===== src/rtl/alu_pkg.sv =====
// alu_pkg: definitions shared by the 8-bit ALU core and its result buffer.
//   - opcode encodings (ADD .. PASS_B)
//   - datapath and opcode widths
//   - bit positions of the flag nibble {neg, zero, borrow, carry}
//   - buffered entry layout (17 bits) and a flag derivation helper
package alu_pkg;

    localparam int ALU_W   = 8;
    localparam int OP_W    = 5;
    localparam int FLAGS_W = 4;
    localparam int ENTRY_W = OP_W + ALU_W + FLAGS_W;  // 17

    localparam int FLAG_C = 0;
    localparam int FLAG_B = 1;
    localparam int FLAG_Z = 2;
    localparam int FLAG_N = 3;

    localparam logic [OP_W-1:0] ADD    = 5'b00000;
    localparam logic [OP_W-1:0] ADC    = 5'b00001;
    localparam logic [OP_W-1:0] SUB    = 5'b00010;
    localparam logic [OP_W-1:0] SBB    = 5'b00011;
    localparam logic [OP_W-1:0] INC    = 5'b00100;
    localparam logic [OP_W-1:0] DEC    = 5'b00101;
    localparam logic [OP_W-1:0] AND    = 5'b00110;
    localparam logic [OP_W-1:0] OR     = 5'b00111;
    localparam logic [OP_W-1:0] XOR    = 5'b01000;
    localparam logic [OP_W-1:0] NOT    = 5'b01001;
    localparam logic [OP_W-1:0] NAND   = 5'b01010;
    localparam logic [OP_W-1:0] NOR    = 5'b01011;
    localparam logic [OP_W-1:0] XNOR   = 5'b01100;
    localparam logic [OP_W-1:0] SHL    = 5'b01101;
    localparam logic [OP_W-1:0] SHR    = 5'b01110;
    localparam logic [OP_W-1:0] SAR    = 5'b01111;
    localparam logic [OP_W-1:0] ROL    = 5'b10000;
    localparam logic [OP_W-1:0] ROR    = 5'b10001;
    localparam logic [OP_W-1:0] PASS_A = 5'b10010;
    localparam logic [OP_W-1:0] PASS_B = 5'b10011;

    // Field order puts the opcode in the MSBs and the flag nibble in the LSBs.
    typedef struct packed {
        logic [OP_W-1:0]    op;
        logic [ALU_W-1:0]   result;
        logic [FLAGS_W-1:0] flags;
    } entry_t;

    function automatic logic [FLAGS_W-1:0] derive_flags(
        input logic [ALU_W-1:0] result,
        input logic             borrow,
        input logic             carry
    );
        logic [FLAGS_W-1:0] f;
        f         = '0;
        f[FLAG_N] = result[ALU_W-1];
        f[FLAG_Z] = (result == '0);
        f[FLAG_B] = borrow;
        f[FLAG_C] = carry;
        return f;
    endfunction

endpackage


===== src/rtl/alu_result_buffer_if.sv =====
// alu_result_buffer_if: producer and consumer handshakes of the result buffer.
//   in_*  : ALU side (valid/ready, result, carry, borrow, opcode)
//   out_* : consumer side (valid/ready, result, opcode, flags)
// Modports: slave = the buffer, master = whoever drives the ALU results and
// consumes the buffered entries.
interface alu_result_buffer_if;
    import alu_pkg::*;

    logic               in_valid;
    logic               in_ready;
    logic [ALU_W-1:0]   in_result;
    logic               in_carry;
    logic               in_borrow;
    logic [OP_W-1:0]    in_op;

    logic               out_valid;
    logic               out_ready;
    logic [ALU_W-1:0]   out_result;
    logic [OP_W-1:0]    out_op;
    logic [FLAGS_W-1:0] out_flags;

    modport slave (
        input  in_valid, in_result, in_carry, in_borrow, in_op, out_ready,
        output in_ready, out_valid, out_result, out_op, out_flags
    );

    modport master (
        output in_valid, in_result, in_carry, in_borrow, in_op, out_ready,
        input  in_ready, out_valid, out_result, out_op, out_flags
    );
endinterface


===== src/rtl/alu_rbuf_fifo.sv =====
// alu_rbuf_fifo: generic first-word fall-through FIFO, DEPTH x WIDTH.
//   clk, rst_n : clock, asynchronous active-low reset (storage not reset)
//   push_i     : write wdata_i (ignored while full)
//   pop_i      : drop head entry (ignored while empty)
//   wdata_i    : entry to write
//   rdata_o    : entry at the read pointer, valid whenever !empty_o
//   count_o    : occupancy, 0..DEPTH
//   full_o     : count_o == DEPTH
//   empty_o    : count_o == 0
module alu_rbuf_fifo #(
    parameter int DEPTH = 8,
    parameter int WIDTH = 17
) (
    input  logic                       clk,
    input  logic                       rst_n,
    input  logic                       push_i,
    input  logic                       pop_i,
    input  logic [WIDTH-1:0]           wdata_i,
    output logic [WIDTH-1:0]           rdata_o,
    output logic [$clog2(DEPTH):0]     count_o,
    output logic                       full_o,
    output logic                       empty_o
);
    localparam int PTR_W = $clog2(DEPTH);
    localparam int CNT_W = PTR_W + 1;

    logic [WIDTH-1:0] mem_q [DEPTH];
    logic [PTR_W-1:0] wr_ptr_q, wr_ptr_d;
    logic [PTR_W-1:0] rd_ptr_q, rd_ptr_d;
    logic [CNT_W-1:0] count_q, count_d;
    logic             do_push, do_pop;

    assign full_o  = (count_q == CNT_W'(DEPTH));
    assign empty_o = (count_q == '0);
    assign do_push = push_i && !full_o;
    assign do_pop  = pop_i && !empty_o;

    // DEPTH is a power of two, so the pointers wrap by plain overflow.
    always_comb begin
        wr_ptr_d = wr_ptr_q;
        rd_ptr_d = rd_ptr_q;
        count_d  = count_q;
        if (do_push) wr_ptr_d = wr_ptr_q + 1'b1;
        if (do_pop)  rd_ptr_d = rd_ptr_q + 1'b1;
        case ({do_push, do_pop})
            2'b10:   count_d = count_q + 1'b1;
            2'b01:   count_d = count_q - 1'b1;
            default: count_d = count_q;
        endcase
    end

    always_ff @(posedge clk or negedge rst_n) begin
        if (!rst_n) begin
            wr_ptr_q <= '0;
            rd_ptr_q <= '0;
            count_q  <= '0;
        end else begin
            wr_ptr_q <= wr_ptr_d;
            rd_ptr_q <= rd_ptr_d;
            count_q  <= count_d;
        end
    end

    // Storage carries no reset so it can map onto distributed RAM.
    always_ff @(posedge clk) begin
        if (do_push) mem_q[wr_ptr_q] <= wdata_i;
    end

    // Fall-through read: head is visible as soon as it is written. When empty
    // this shows whichever stale slot the read pointer sits on.
    assign rdata_o = mem_q[rd_ptr_q];
    assign count_o = count_q;

endmodule


===== src/rtl/alu_result_buffer.sv =====
// alu_result_buffer: captures ALU results, derives zero/negative flags and
// queues {op, result, flags} for the writeback/bus consumer.
//   clk, rst_n      : clock, asynchronous active-low reset
//   bus (slave)     : in_* producer handshake, out_* consumer handshake
//   count           : current occupancy, 0..DEPTH
//   clr_status      : one-cycle pulse clearing the sticky bits (and stats)
//   status_carry    : sticky, set by any accepted entry with carry
//   status_borrow   : sticky, set by any accepted entry with borrow
// Optional macro ALU_RESULT_BUF_STATS_EN adds:
//   stat_pushes      : saturating count of accepted entries
//   stat_full_cycles : saturating count of cycles with in_valid && !in_ready
module alu_result_buffer
    import alu_pkg::*;
#(
    parameter int DEPTH = 8
) (
    input  logic                   clk,
    input  logic                   rst_n,
    alu_result_buffer_if.slave     bus,
    output logic [$clog2(DEPTH):0] count,
    input  logic                   clr_status,
    output logic                   status_carry,
    output logic                   status_borrow
`ifdef ALU_RESULT_BUF_STATS_EN
    ,
    output logic [15:0]            stat_pushes,
    output logic [15:0]            stat_full_cycles
`endif
);
    entry_t wr_entry, rd_entry;
    logic   full, empty;
    logic   push, pop;
    logic   status_carry_q, status_carry_d;
    logic   status_borrow_q, status_borrow_d;

    // Handshakes come straight from registered occupancy; a same-cycle pop
    // never frees a slot for a push (no bypass).
    assign bus.in_ready  = !full;
    assign bus.out_valid = !empty;
    assign push          = bus.in_valid && !full;
    assign pop           = bus.out_ready && !empty;

    always_comb begin
        wr_entry        = '0;
        wr_entry.op     = bus.in_op;
        wr_entry.result = bus.in_result;
        wr_entry.flags  = derive_flags(bus.in_result, bus.in_borrow, bus.in_carry);
    end

    alu_rbuf_fifo #(
        .DEPTH (DEPTH),
        .WIDTH (ENTRY_W)
    ) u_fifo (
        .clk     (clk),
        .rst_n   (rst_n),
        .push_i  (push),
        .pop_i   (pop),
        .wdata_i (wr_entry),
        .rdata_o (rd_entry),
        .count_o (count),
        .full_o  (full),
        .empty_o (empty)
    );

    assign bus.out_op     = rd_entry.op;
    assign bus.out_result = rd_entry.result;
    assign bus.out_flags  = rd_entry.flags;

    // Clear first, then set, so a coinciding setting push survives clr_status.
    always_comb begin
        status_carry_d  = status_carry_q;
        status_borrow_d = status_borrow_q;
        if (clr_status) begin
            status_carry_d  = 1'b0;
            status_borrow_d = 1'b0;
        end
        if (push && bus.in_carry)  status_carry_d  = 1'b1;
        if (push && bus.in_borrow) status_borrow_d = 1'b1;
    end

    always_ff @(posedge clk or negedge rst_n) begin
        if (!rst_n) begin
            status_carry_q  <= 1'b0;
            status_borrow_q <= 1'b0;
        end else begin
            status_carry_q  <= status_carry_d;
            status_borrow_q <= status_borrow_d;
        end
    end

    assign status_carry  = status_carry_q;
    assign status_borrow = status_borrow_q;

`ifdef ALU_RESULT_BUF_STATS_EN
    logic [15:0] stat_pushes_q, stat_pushes_d;
    logic [15:0] stat_full_q, stat_full_d;

    // clr_status wins over a same-cycle event: counters restart from zero.
    always_comb begin
        stat_pushes_d = stat_pushes_q;
        stat_full_d   = stat_full_q;
        if (clr_status) begin
            stat_pushes_d = '0;
            stat_full_d   = '0;
        end else begin
            if (push && (stat_pushes_q != 16'hFFFF))
                stat_pushes_d = stat_pushes_q + 16'd1;
            if (bus.in_valid && full && (stat_full_q != 16'hFFFF))
                stat_full_d = stat_full_q + 16'd1;
        end
    end

    always_ff @(posedge clk or negedge rst_n) begin
        if (!rst_n) begin
            stat_pushes_q <= '0;
            stat_full_q   <= '0;
        end else begin
            stat_pushes_q <= stat_pushes_d;
            stat_full_q   <= stat_full_d;
        end
    end

    assign stat_pushes      = stat_pushes_q;
    assign stat_full_cycles = stat_full_q;
`endif

endmodule


===== src/flat_wrapper.sv =====
// flat-port wrapper written by rule: the top's interface ports become plain ports
module alu_result_buffer_flat import alu_pkg::*;
#(
    parameter int DEPTH = 8
)
  (clk, rst_n, count, clr_status, status_carry, status_borrow, bus_in_valid, bus_in_result, bus_in_carry, bus_in_borrow, bus_in_op, bus_out_ready, bus_in_ready, bus_out_valid, bus_out_result, bus_out_op, bus_out_flags);
  alu_result_buffer_if bus_i ();
  input  logic clk;
  input  logic rst_n;
  output logic [$clog2(DEPTH):0] count;
  input  logic clr_status;
  output logic status_carry;
  output logic status_borrow;
  input wire logic [$bits(bus_i.in_valid)-1:0] bus_in_valid;
  input wire logic [$bits(bus_i.in_result)-1:0] bus_in_result;
  input wire logic [$bits(bus_i.in_carry)-1:0] bus_in_carry;
  input wire logic [$bits(bus_i.in_borrow)-1:0] bus_in_borrow;
  input wire logic [$bits(bus_i.in_op)-1:0] bus_in_op;
  input wire logic [$bits(bus_i.out_ready)-1:0] bus_out_ready;
  output wire logic [$bits(bus_i.in_ready)-1:0] bus_in_ready;
  output wire logic [$bits(bus_i.out_valid)-1:0] bus_out_valid;
  output wire logic [$bits(bus_i.out_result)-1:0] bus_out_result;
  output wire logic [$bits(bus_i.out_op)-1:0] bus_out_op;
  output wire logic [$bits(bus_i.out_flags)-1:0] bus_out_flags;
  assign bus_i.in_valid = bus_in_valid;
  assign bus_i.in_result = bus_in_result;
  assign bus_i.in_carry = bus_in_carry;
  assign bus_i.in_borrow = bus_in_borrow;
  assign bus_i.in_op = bus_in_op;
  assign bus_i.out_ready = bus_out_ready;
  assign bus_in_ready = bus_i.in_ready;
  assign bus_out_valid = bus_i.out_valid;
  assign bus_out_result = bus_i.out_result;
  assign bus_out_op = bus_i.out_op;
  assign bus_out_flags = bus_i.out_flags;
  alu_result_buffer #(.DEPTH(DEPTH)) u_core (.clk(clk), .rst_n(rst_n), .bus(bus_i), .count(count), .clr_status(clr_status), .status_carry(status_carry), .status_borrow(status_borrow));
endmodule

===== config.mk =====
export PLATFORM = sky130hd
export DESIGN_NAME = alu_result_buffer_flat
export DESIGN_NICKNAME = d
export VERILOG_FILES = /design/src/rtl/alu_pkg.sv /design/src/rtl/alu_result_buffer_if.sv /design/src/rtl/alu_rbuf_fifo.sv /design/src/rtl/alu_result_buffer.sv /design/src/flat_wrapper.sv
export SDC_FILE = /design/constraint.sdc
export NUM_CORES = 1
export LEC_CHECK = 0
export ABC_CLOCK_PERIOD_IN_PS = 5700
export BUFFER_PORTS_ARGS = -buffer_cell sky130_fd_sc_hd__buf_4
export CAP_MARGIN = 5
export CORE_MARGIN = 2
export CORE_UTILIZATION = 45
export CTS_BUF_LIST = sky130_fd_sc_hd__clkbuf_4 sky130_fd_sc_hd__clkbuf_8
export CTS_CLUSTER_DIAMETER = 120
export CTS_CLUSTER_SIZE = 14
export DETAILED_ROUTE_END_ITERATION = 16
export HOLD_SLACK_MARGIN = 0.12
export SYNTH_ARGS = -nofsm -noshare
export SYNTH_HDL_FRONTEND = slang
export SYNTH_HIERARCHICAL = 1
export SYNTH_SLANG_ARGS = --single-unit

===== constraint.sdc =====
create_clock -name clk -period 5.7 [get_ports clk]
set_input_delay 0.57 -clock clk [delete_from_list [all_inputs] [get_ports clk]]
set_output_delay 0.57 -clock clk [all_outputs]
set_load 0.005 [all_outputs]

==> results of run 1 <==
path summary, 6_finish.rpt:
check,depth (start not counted),end,startpoint,slack [ps]
setup / recovery,4,bus_out_flags[0],u_core/u_fifo/rd_ptr_q[0]$_DFFE_PN0P_,2470
hold / removal,1,u_core/u_fifo/mem_q[6][13]$_DFFE_PP_,bus_in_op[1],370
setup reg to reg,9,u_core/u_fifo/count_o[3]$_DFFE_PN0P_,u_core/u_fifo/count_o[0]$_DFFE_PN0P_,2620
hold reg to reg,1,u_core/status_carry$_DFFE_PN0P_,u_core/status_carry$_DFFE_PN0P_,520
max in group asynchronous,2,u_core/u_fifo/rd_ptr_q[0]$_DFFE_PN0P_,rst_n,5000
min in group asynchronous,2,u_core/u_fifo/count_o[2]$_DFFE_PN0P_,rst_n,520
power by group:
group          switching [mW]  total [mW]  internal (mW)
Combinational           0.399       0.980          0.581
Sequential              0.191        1.57           1.38
Clock                   0.356       0.885          0.530
cell families after synthesis:
kind of cell	after synthesis	synth area share, %
AO/OA/AOI/OAI	9	1.154
XOR/XNOR	6	0.8814
adder cells (fa/ha/maj)	6	1.385
buffers and inverters	20	1.868
flip-flops	148	73.54
multiplexers	54	18.11
AND/OR/NAND/NOR	33	3.064
what timing repair did:
item | in CTS | in global routing
setup endpoints to repair | 0 | 0
endpoints found under the hold margin | 12 | 0
hold buffers | 1 | 0
routing by layer:
metal	vias up	routed length [um]	GRT usage, %
met5	-	0	0
met4	0	140	6.250
met3	12	356	4.167
met2	53	5253	25.68
met1	1487	4910	21.37
li1	1279	-	-
flip-flops by register name (all words and copies together) (netlist names):
signal,count
u_core/u_fifo/mem_q,136
u_core/u_fifo/count_o,4
u_core/u_fifo/rd_ptr_q,3
u_core/u_fifo/wr_ptr_q,3
u_core/status_borrow,1
u_core/status_carry,1
critical path, cell delays in order (launching register included):
cell	delay, ps
dfrtp_2	720
buf_4	450
mux4_1	620
mux2_2	280
buf_4	140
cell type report:
class	instances	area, um^2	area share, %
Inverter	9	33.78	0.4849
Timing Repair Buffer	54	407.9	5.855
Clock buffer	20	256.5	3.682
Multi-Input combinational cell	108	1476	21.19
Tap cell	176	220.2	3.161
Sequential cell	148	4387	62.97
Clock inverter	12	185.2	2.658
Yosys cell counts, types with 3 or more instances:
| cell | number | area share, % |
|---|---|---|
| dfrtp_1 | 12 | 5.0 |
| edfxtp_1 | 136 | 68 |
| nor3b_1 | 3 | 0.38 |
| mux4_1 | 24 | 11 |
| ha_1 | 5 | 1.0 |
| buf_2 | 3 | 0.25 |
| xnor2_1 | 5 | 0.73 |
| mux2_2 | 19 | 3.6 |
| nor2_1 | 7 | 0.44 |
| buf_6 | 4 | 0.76 |
| mux4_2 | 10 | 3.8 |
| nand3_1 | 4 | 0.34 |
| nand2_1 | 7 | 0.44 |
| inv_1 | 9 | 0.57 |
per-stage QoR:
| stage | setup WS, ps | hold slack, ps |
|---|---|---|
| after floorplan | 2840 | 274.4 |
| after global routing | 2305 | 347.8 |
| after CTS | 2384 | 343.1 |
| after global placement | 2685 | 422.6 |
| after detailed placement | 2602 | 425.1 |
| final | 2471 | 373.9 |
==> metrics.txt, run 1 <==
Final Cycle Share 56.65%; worst relative slew slack 27.30%; core outline area 0.01309 mm^2; # setup viols final 0; status finished clean; drt drc 0; I/O Buffers 44; VDD IR max 0.0002533 V; Worst-Margin Slew 1090 ps; ratio of cells with drive above 1 in the final layout 33.33%; Max Fclk 309.7 MHz; Root Driver clkbuf_8; largest net degree at the start of global routing 37; most frequent cells in the layout 136 x edfxtp_1, 53 x buf_4, 24 x mux4_1, 19 x mux2_2, 17 x clkbuf_8; RSZ-0062 raised after global routing false; Crit Path Max Fanout 19; synthesis-to-finish area growth 16.85%; initial antenna violation count 0; design area 0.006967 mm^2; final estimated routing congestion in global placement 0.7135; clock-pin slew on the worst setup and hold paths 70 ps; placed instance area 0.006515 mm^2; first-pass GRT wire length 16550 um; Avg Inst Size Synth 21.60 um^2; critical path class flip-flop to output pin; CTS Buffer Depth 2; distinct cell type count after synthesis 34; HP Class primary input to flip-flop; sum of negative setup slack 0 ps; FP Rows 42; Worst Path Required 5130 ps; die height 119.1 um; IO Count 45; GR Util All Layers 16.10%; Detail Route Antenna Nets 0; CP Data Arrival Time 2660 ps; Post-Syn Area 0.005962 mm^2; ys flop type edfxtp_1; Num CTS Buffers 17; post-cts resize count 0; Yosys reg bits 148; Worst Skew 8.400 ps; GRT overflow 0; Seq/Total Area, Yosys 73.54%; Syn Nets 302; Die X 119.1 um; EDFF count, synth 136; PD cells 493.1 mW/mm^2; final wirelength 10660 um; Hold Vio Cnt, Final 0; Synth Instances 276; clk sink count 148; TritonCTS clock tree yes; clk_lat worst skew 430 ps; post-layout min period 3229 ps; placed insts 494; crit path capture type output pin; Fill cells 1025; Pre-Repair DR Iteration Count 4; total leakage power 2.427 nW; Slew Viols, Final 0; Synth async-reset ratio 8.108%; number of global-route vias before repair 2969; via count 2831; warnings from Yosys 6; # diodes 0; postcts setup bufs 0; number of DRC markers in iteration 0 196; Worst Setup Start Kind flip-flop; Max H-tree Level 4; starting density of the core 45.56%; Vias/cell 5.372; Power Total 3.435 mW; # nets final 364; max cap viols 0; most common cell after layout, fill and taps aside edfxtp_1; die footprint 0.01419 mm^2; dpl hpwl 6308 um; Finished Layout Cells 527; fin util 53.24%; WL/cell 20.23 um
No activity file was read; power rests on OpenSTA's default activity.
==> run 2, diff against run 1 <==
--- a/config.mk
+++ b/config.mk
@@ -5,7 +5,7 @@
 export SDC_FILE = /design/constraint.sdc
 export NUM_CORES = 1
 export LEC_CHECK = 0
-export ABC_CLOCK_PERIOD_IN_PS = 5700
+export ABC_CLOCK_PERIOD_IN_PS = 2900
 export BUFFER_PORTS_ARGS = -buffer_cell sky130_fd_sc_hd__buf_4
 export CAP_MARGIN = 5
 export CORE_MARGIN = 2
==> constraint.sdc (replaced) <==
create_clock -name clk -period 2.9 [get_ports clk]
set_input_delay 0.29 -clock clk [delete_from_list [all_inputs] [get_ports clk]]
set_output_delay 0.29 -clock clk [all_outputs]
set_load 0.005 [all_outputs]
==> metrics.txt, run 2 (synthesis results as in run 1) <==
status finished clean (unchanged); Max Fclk 359.4 MHz; number of DRC markers in iteration 0 200 (was 196); FP Rows 42 (unchanged); initial antenna violation count 0 (unchanged); DP Worst Slack 63.24 ps (was 2602 ps); most frequent cells in the layout 136 x edfxtp_1, 64 x buf_4, 24 x mux4_1, 19 x mux2_2, 17 x clkbuf_8 (was 136 x edfxtp_1, 53 x buf_4, 24 x mux4_1, 19 x mux2_2, 17 x clkbuf_8); Hold Vio Cnt, Final 0 (unchanged); TritonCTS clock tree yes (unchanged); design area 0.007163 mm^2 (was 0.006967 mm^2); HP Start clr_status (was bus_in_op[1]); placed insts 504 (was 494); sum of negative setup slack 0 ps (unchanged); Worst Slack Setup Final 117.6 ps (was 2471 ps); WP buf/inv 1 (was 2); largest net degree at the start of global routing 23 (was 37); Worst Path Required 3210 ps (was 5130 ps); GR Util All Layers 16.43% (was 16.10%); Finished Layout Cells 552 (was 527); final estimated routing congestion in global placement 0.7363 (was 0.7135); CP Data Arrival Time 3090 ps (was 2660 ps); Max H-tree Level 4 (unchanged); WHS Path Cells 3 (was 1); IO Count 45 (unchanged); Switch Pwr 1.895 mW (was 0.9452 mW); fin util 54.74% (was 53.24%); # nets final 390 (was 364); I/O Buffers 44 (unchanged); Vias/cell 5.241 (was 5.372); clk sink count 148 (unchanged); dpl hpwl 6542 um (was 6308 um); # setup viols final 0 (unchanged); CTS Buffer Depth 2 (unchanged); most common cell after layout, fill and taps aside edfxtp_1 (unchanged); post-layout min period 2782 ps; clock power share 22.2% (was 25.8%); Logic pwr share 34.2% (was 28.5%); total leakage power 2.514 nW (was 2.427 nW); HP Class primary input to flip-flop (unchanged); Worst Skew 6.602 ps (was 8.400 ps); internal power 4.795 mW (was 2.490 mW); switch share 28.32% (was 27.52%); core outline area 0.01309 mm^2 (unchanged); Slew Viols, Final 0 (unchanged); starting density of the core 45.56% (unchanged); Root Driver clkbuf_8 (unchanged); worst flop-to-flop path endpoint u_core/u_fifo/count_o[3]$_DFFE_PN0P_ (unchanged); Worst Setup Start Kind flip-flop (unchanged); Crit Path Max Fanout 6 (was 19); Pre-Repair DR Iteration Count 4 (unchanged); Top delay family on crit path simple AND/OR/NAND/NOR gates (was multiplexers); # diodes 0 (unchanged); Top reg by flops u_core/u_fifo/mem_q (unchanged); Detail Route Antenna Nets 0 (unchanged); via count 2893 (was 2831); Num CTS Buffers 17 (unchanged); Worst path depth 9 (was 4); die footprint 0.01419 mm^2 (unchanged); R2R Setup Slk 120 ps (was 2620 ps); drt drc 0 (unchanged); Hold Slack 180.0 ps (was 373.9 ps); PD cells 933.9 mW/mm^2 (was 493.1 mW/mm^2); Worst Hold End u_core/status_carry$_DFFE_PN0P_ (was u_core/u_fifo/mem_q[6][13]$_DFFE_PP_); number of global-route vias before repair 2959 (was 2969); synthesis-to-finish area growth 20.15% (was 16.85%); worst r2r path cells 9 (unchanged); slowest CP cell or4b_2 (was dfrtp_2); crit path cell chain or4b_4 -> inv_1 -> nor2b_1 -> nand2_2 -> ha_1 -> ha_4 -> or4b_2 -> o311ai_0 -> o211ai_1 (was buf_4 -> mux4_1 -> mux2_2 -> buf_4); flip-flop and latch area 0.004389 mm^2 (was 0.004387 mm^2); worst relative slew slack 36.97% (was 27.30%); GRT overflow 0 (unchanged); die height 119.1 um (unchanged); ratio of cells with drive above 1 in the final layout 35.37% (was 33.33%); Die X 119.1 um (unchanged); sequential power share 43.7% (was 45.7%); WL/cell 19.98 um (was 20.23 um); Power Total 6.690 mW (was 3.435 mW); critical path class flip-flop to flip-flop (was flip-flop to output pin); VDD IR max 0.0005211 V (was 0.0002533 V); area of the multi-input gates 0.001505 mm^2 (was 0.001476 mm^2); placed instance area 0.006601 mm^2 (was 0.006515 mm^2); max cap viols 0 (unchanged); first-pass GRT wire length 16820 um (was 16550 um); crit path capture type flip-flop (was output pin); crit-path max cell delay 650 ps (was 720 ps); clk_lat worst skew 440 ps (was 430 ps); clock-pin slew on the worst setup and hold paths 70 ps (about the same); final wirelength 11030 um (was 10660 um); max reg flops 136 (unchanged); reg2reg start u_core/u_fifo/count_o[1]$_DFFE_PN0P_ (was u_core/u_fifo/count_o[0]$_DFFE_PN0P_); Final Cycle Share 95.95%; Fill cells 1010 (was 1025); Worst-Margin Slew 941.9 ps (was 1090 ps)
==> run 2: how the worst max path moves through the flow <==
stage / from / to / slack [ps]
after detailed placement: u_core/u_fifo/count_o[1]$_DFFE_PN0P_ / u_core/u_fifo/count_o[3]$_DFFE_PN0P_ / 60
after global placement: u_core/u_fifo/count_o[1]$_DFFE_PN0P_ / u_core/u_fifo/count_o[3]$_DFFE_PN0P_ / 150
after floorplan: u_core/u_fifo/count_o[0]$_DFFE_PN0P_ / u_core/u_fifo/count_o[3]$_DFFE_PN0P_ / 40
final: u_core/u_fifo/count_o[1]$_DFFE_PN0P_ / u_core/u_fifo/count_o[3]$_DFFE_PN0P_ / 120
after CTS: u_core/u_fifo/count_o[1]$_DFFE_PN0P_ / u_core/u_fifo/count_o[3]$_DFFE_PN0P_ / 50
after global routing: u_core/u_fifo/count_o[0]$_DFFE_PN0P_ / u_core/u_fifo/count_o[3]$_DFFE_PN0P_ / -20
==> run 2: layout make-up <==
cell class	count	area share (%)
timing repair buffer	80	9.083
clock inverter	8	1.188
multi-input combinational	108	21.01
clock buffer	23	3.895
tap	176	3.074
inverter	9	0.4716
sequential	148	61.28
==> run 2: routing by layer <==
metal  GRT usage (%)  vias up  share of wire (%)
met4           5.357        0                1.3
met2           25.83       53                 48
met5               0        -                  0
met3           4.789       12                3.4
li1                -     1326                  -
met1           22.27     1502                 47
==> run 2: worst register-to-register path, stage by stage (launching register included) <==
cell,delay [ps]
dfrtp_2,450
or4b_4,590
inv_1,90
nor2b_1,60
nand2_2,90
ha_1,230
ha_4,240
or4b_2,650
o311ai_0,120
o211ai_1,120
==> run 2: power groups by stage <==
stage	sequential, mW	clock [mW]	combinational [mW]
final	2.92	1.48	2.29
after global placement	2.94	0	2.23
after floorplan	2.87	0	1.44
after detailed placement	2.95	0	2.25
after global routing	2.96	1.61	2.48
after CTS	2.91	1.52	2.28
==> run 2: timing repair <==
item | CTS | global route
resized for setup | 0 | 7
endpoints found under the hold margin | 125 | 0
setup endpoints to repair | 0 | 1
hold buffers | 15 | 0
buffers inserted | 0 | 2
==> run 3, diff against run 2 <==
--- a/config.mk
+++ b/config.mk
@@ -6,8 +6,9 @@
 export NUM_CORES = 1
 export LEC_CHECK = 0
 export ABC_CLOCK_PERIOD_IN_PS = 2900
-export BUFFER_PORTS_ARGS = -buffer_cell sky130_fd_sc_hd__buf_4
+export BUFFER_PORTS_ARGS = -buffer_cell sky130_fd_sc_hd__buf_2
 export CAP_MARGIN = 5
+export CORE_ASPECT_RATIO = 0.8
 export CORE_MARGIN = 2
 export CORE_UTILIZATION = 45
 export CTS_BUF_LIST = sky130_fd_sc_hd__clkbuf_4 sky130_fd_sc_hd__clkbuf_8
==> metrics.txt, run 3 (synthesis results as in run 1) <==
Fill cells 1009 (was 1010); Root Driver clkbuf_8 (unchanged); Die X 132.7 um (was 119.1 um); clock-pin slew on the worst setup and hold paths 80 ps (was 70 ps); number of DRC markers in iteration 0 171 (was 200); final wirelength 10570 um (was 11030 um); IO Count 45 (unchanged); # diodes 0 (unchanged); CP Data Arrival Time 3050 ps (was 3090 ps); max reg flops 136 (unchanged); largest net degree at the start of global routing 26 (was 23); WP buf/inv 1 (unchanged); die height 107.0 um (was 119.1 um); starting density of the core 46.16% (was 45.56%); dpl hpwl 6449 um (was 6542 um); crit path cell chain or4b_4 -> inv_1 -> nor2b_1 -> nand2_2 -> ha_1 -> ha_1 -> or4b_2 -> o311ai_0 -> o211ai_1 (was or4b_4 -> inv_1 -> nor2b_1 -> nand2_2 -> ha_1 -> ha_4 -> or4b_2 -> o311ai_0 -> o211ai_1); Final Cycle Share 94.56% (was 95.95%); clk sink count 148 (unchanged); Worst Setup Start Kind flip-flop (unchanged); PD cells 977.6 mW/mm^2 (was 933.9 mW/mm^2); # nets final 380 (was 390); Top reg by flops u_core/u_fifo/mem_q (unchanged); final estimated routing congestion in global placement 0.7234 (was 0.7363); I/O Buffers 44 (unchanged); drt drc 0 (unchanged); Max Fclk 364.7 MHz (was 359.4 MHz); Worst Slack Setup Final 157.8 ps (was 117.6 ps); WL/cell 19.50 um (was 19.98 um); Crit Path Max Fanout 6 (unchanged); most frequent cells in the layout 136 x edfxtp_1, 44 x buf_2, 24 x mux4_1, 22 x buf_4, 20 x clkbuf_8 (was 136 x edfxtp_1, 64 x buf_4, 24 x mux4_1, 19 x mux2_2, 17 x clkbuf_8); Top delay family on crit path simple AND/OR/NAND/NOR gates (unchanged); slowest CP cell or4b_2 (unchanged); VDD IR max 0.0004690 V (was 0.0005211 V); worst relative slew slack 42.06% (was 36.97%); GRT overflow 0 (unchanged); crit path capture type flip-flop (unchanged); synthesis-to-finish area growth 18.24% (was 20.15%); max cap viols 0 (unchanged); core outline area 0.01292 mm^2 (was 0.01309 mm^2); Pre-Repair DR Iteration Count 4 (unchanged); CTS Buffer Depth 2 (unchanged); status finished clean (unchanged); number of global-route vias before repair 2959 (unchanged); Worst-Margin Slew 865.8 ps (was 941.9 ps); total leakage power 2.486 nW (was 2.514 nW); DP Worst Slack 99.59 ps (was 63.24 ps); initial antenna violation count 0 (unchanged); sum of negative setup slack 0 ps (unchanged); Power Total 6.891 mW (was 6.690 mW); FP Rows 37 (was 42); Slew Viols, Final 0 (unchanged); die footprint 0.01419 mm^2 (about the same); Worst Skew 13.03 ps (was 6.602 ps); post-layout min period 2742 ps (was 2782 ps); critical path class flip-flop to flip-flop (unchanged); most common cell after layout, fill and taps aside edfxtp_1 (unchanged); ratio of cells with drive above 1 in the final layout 37.60% (was 35.37%); # setup viols final 0 (unchanged); via count 2866 (was 2893); crit-path max cell delay 680 ps (was 650 ps); Vias/cell 5.288 (was 5.241); Num CTS Buffers 17 (unchanged); TritonCTS clock tree yes (unchanged); GR Util All Layers 16.14% (was 16.43%); cell mode on critical path ha_1; clk_lat worst skew 430 ps (was 440 ps); Hold Vio Cnt, Final 0 (unchanged); Max H-tree Level 4 (unchanged); Detail Route Antenna Nets 0 (unchanged); HP Class primary input to flip-flop (unchanged); Worst Path Required 3200 ps (was 3210 ps); first-pass GRT wire length 16520 um (was 16820 um)
==> run 3: cell types whose count changed in the layout (fill, tap and decap cells not counted), sizes merged <==
cell | before | now
clkinvlp | 0 | 1
clkbuf | 23 | 22
buf | 65 | 66
clkinv | 6 | 3
dlygate4sd3 | 15 | 4
bufinv | 2 | 6
==> run 3: metrics by stage <==
step           hold slack (ps)  util [%]  cells  cell area [um^2]
2_1_floorplan           -5.591         -    276              5962
3_3_place_gp             187.4     50.31    505              6497
3_5_place_dp             189.2     50.31    505              6497
4_1_cts                  122.5     54.35    540              7020
5_1_grt                  121.2     54.58    542              7049
6_report                 140.3     54.58    542              7049
==> run 3: path summary, 6_finish.rpt <==
path / cells past startpoint / slack (ps) / start / end
worst max-delay path: 9 / 160 / u_core/u_fifo/count_o[2]$_DFFE_PN0P_ / u_core/u_fifo/count_o[3]$_DFFE_PN0P_
worst min-delay path: 1 / 140 / bus_in_op[2] / u_core/u_fifo/mem_q[0][14]$_DFFE_PP_
worst max register to register: 9 / 160 / u_core/u_fifo/count_o[2]$_DFFE_PN0P_ / u_core/u_fifo/count_o[3]$_DFFE_PN0P_
worst min register to register: 1 / 520 / u_core/status_borrow$_DFFE_PN0P_ / u_core/status_borrow$_DFFE_PN0P_
max in group asynchronous: 2 / 2370 / rst_n / u_core/u_fifo/count_o[3]$_DFFE_PN0P_
min in group asynchronous: 2 / 290 / rst_n / u_core/u_fifo/wr_ptr_q[2]$_DFFE_PN0P_
==> run 3: power breakdown <==
group,leakage [nW],switching (mW),total [mW],internal [mW]
sequential,1.37,0.151,2.87,2.72
combinational,0.864,1.01,2.11,1.10
clock,0.250,0.720,1.92,1.20
total,2.49,1.88,6.89,5.01
==> run 3: layer usage <==
layer | GRT usage [%] | routed length [um]
met1 | 22.01 | 4965
met5 | 0 | 0
met3 | 4.350 | 460
met2 | 25.39 | 5053
met4 | 5.607 | 90
==> run 3: final cells by class <==
| type | instances | area, um^2 | share of cell area (%) |
|---|---|---|---|
| Timing Repair Buffer | 70 | 425.4 | 6.035 |
| Clock buffer | 22 | 290.3 | 4.118 |
| Sequential cell | 148 | 4388 | 62.25 |
| Clock inverter | 10 | 202.7 | 2.875 |
| Inverter | 9 | 33.78 | 0.4792 |
| Multi-Input combinational cell | 108 | 1490 | 21.14 |
| Tap cell | 175 | 219.0 | 3.106 |
==> run 3: repair_timing <==
| item | 4_1_cts | 5_1_grt |
|---|---|---|
| hold buffers | 3 | 1 |
| setup endpoints to repair | 0 | 1 |
| resized for setup | 0 | 4 |
| hold endpoints to repair | 28 | 4 |
| buffers inserted | 0 | 1 |
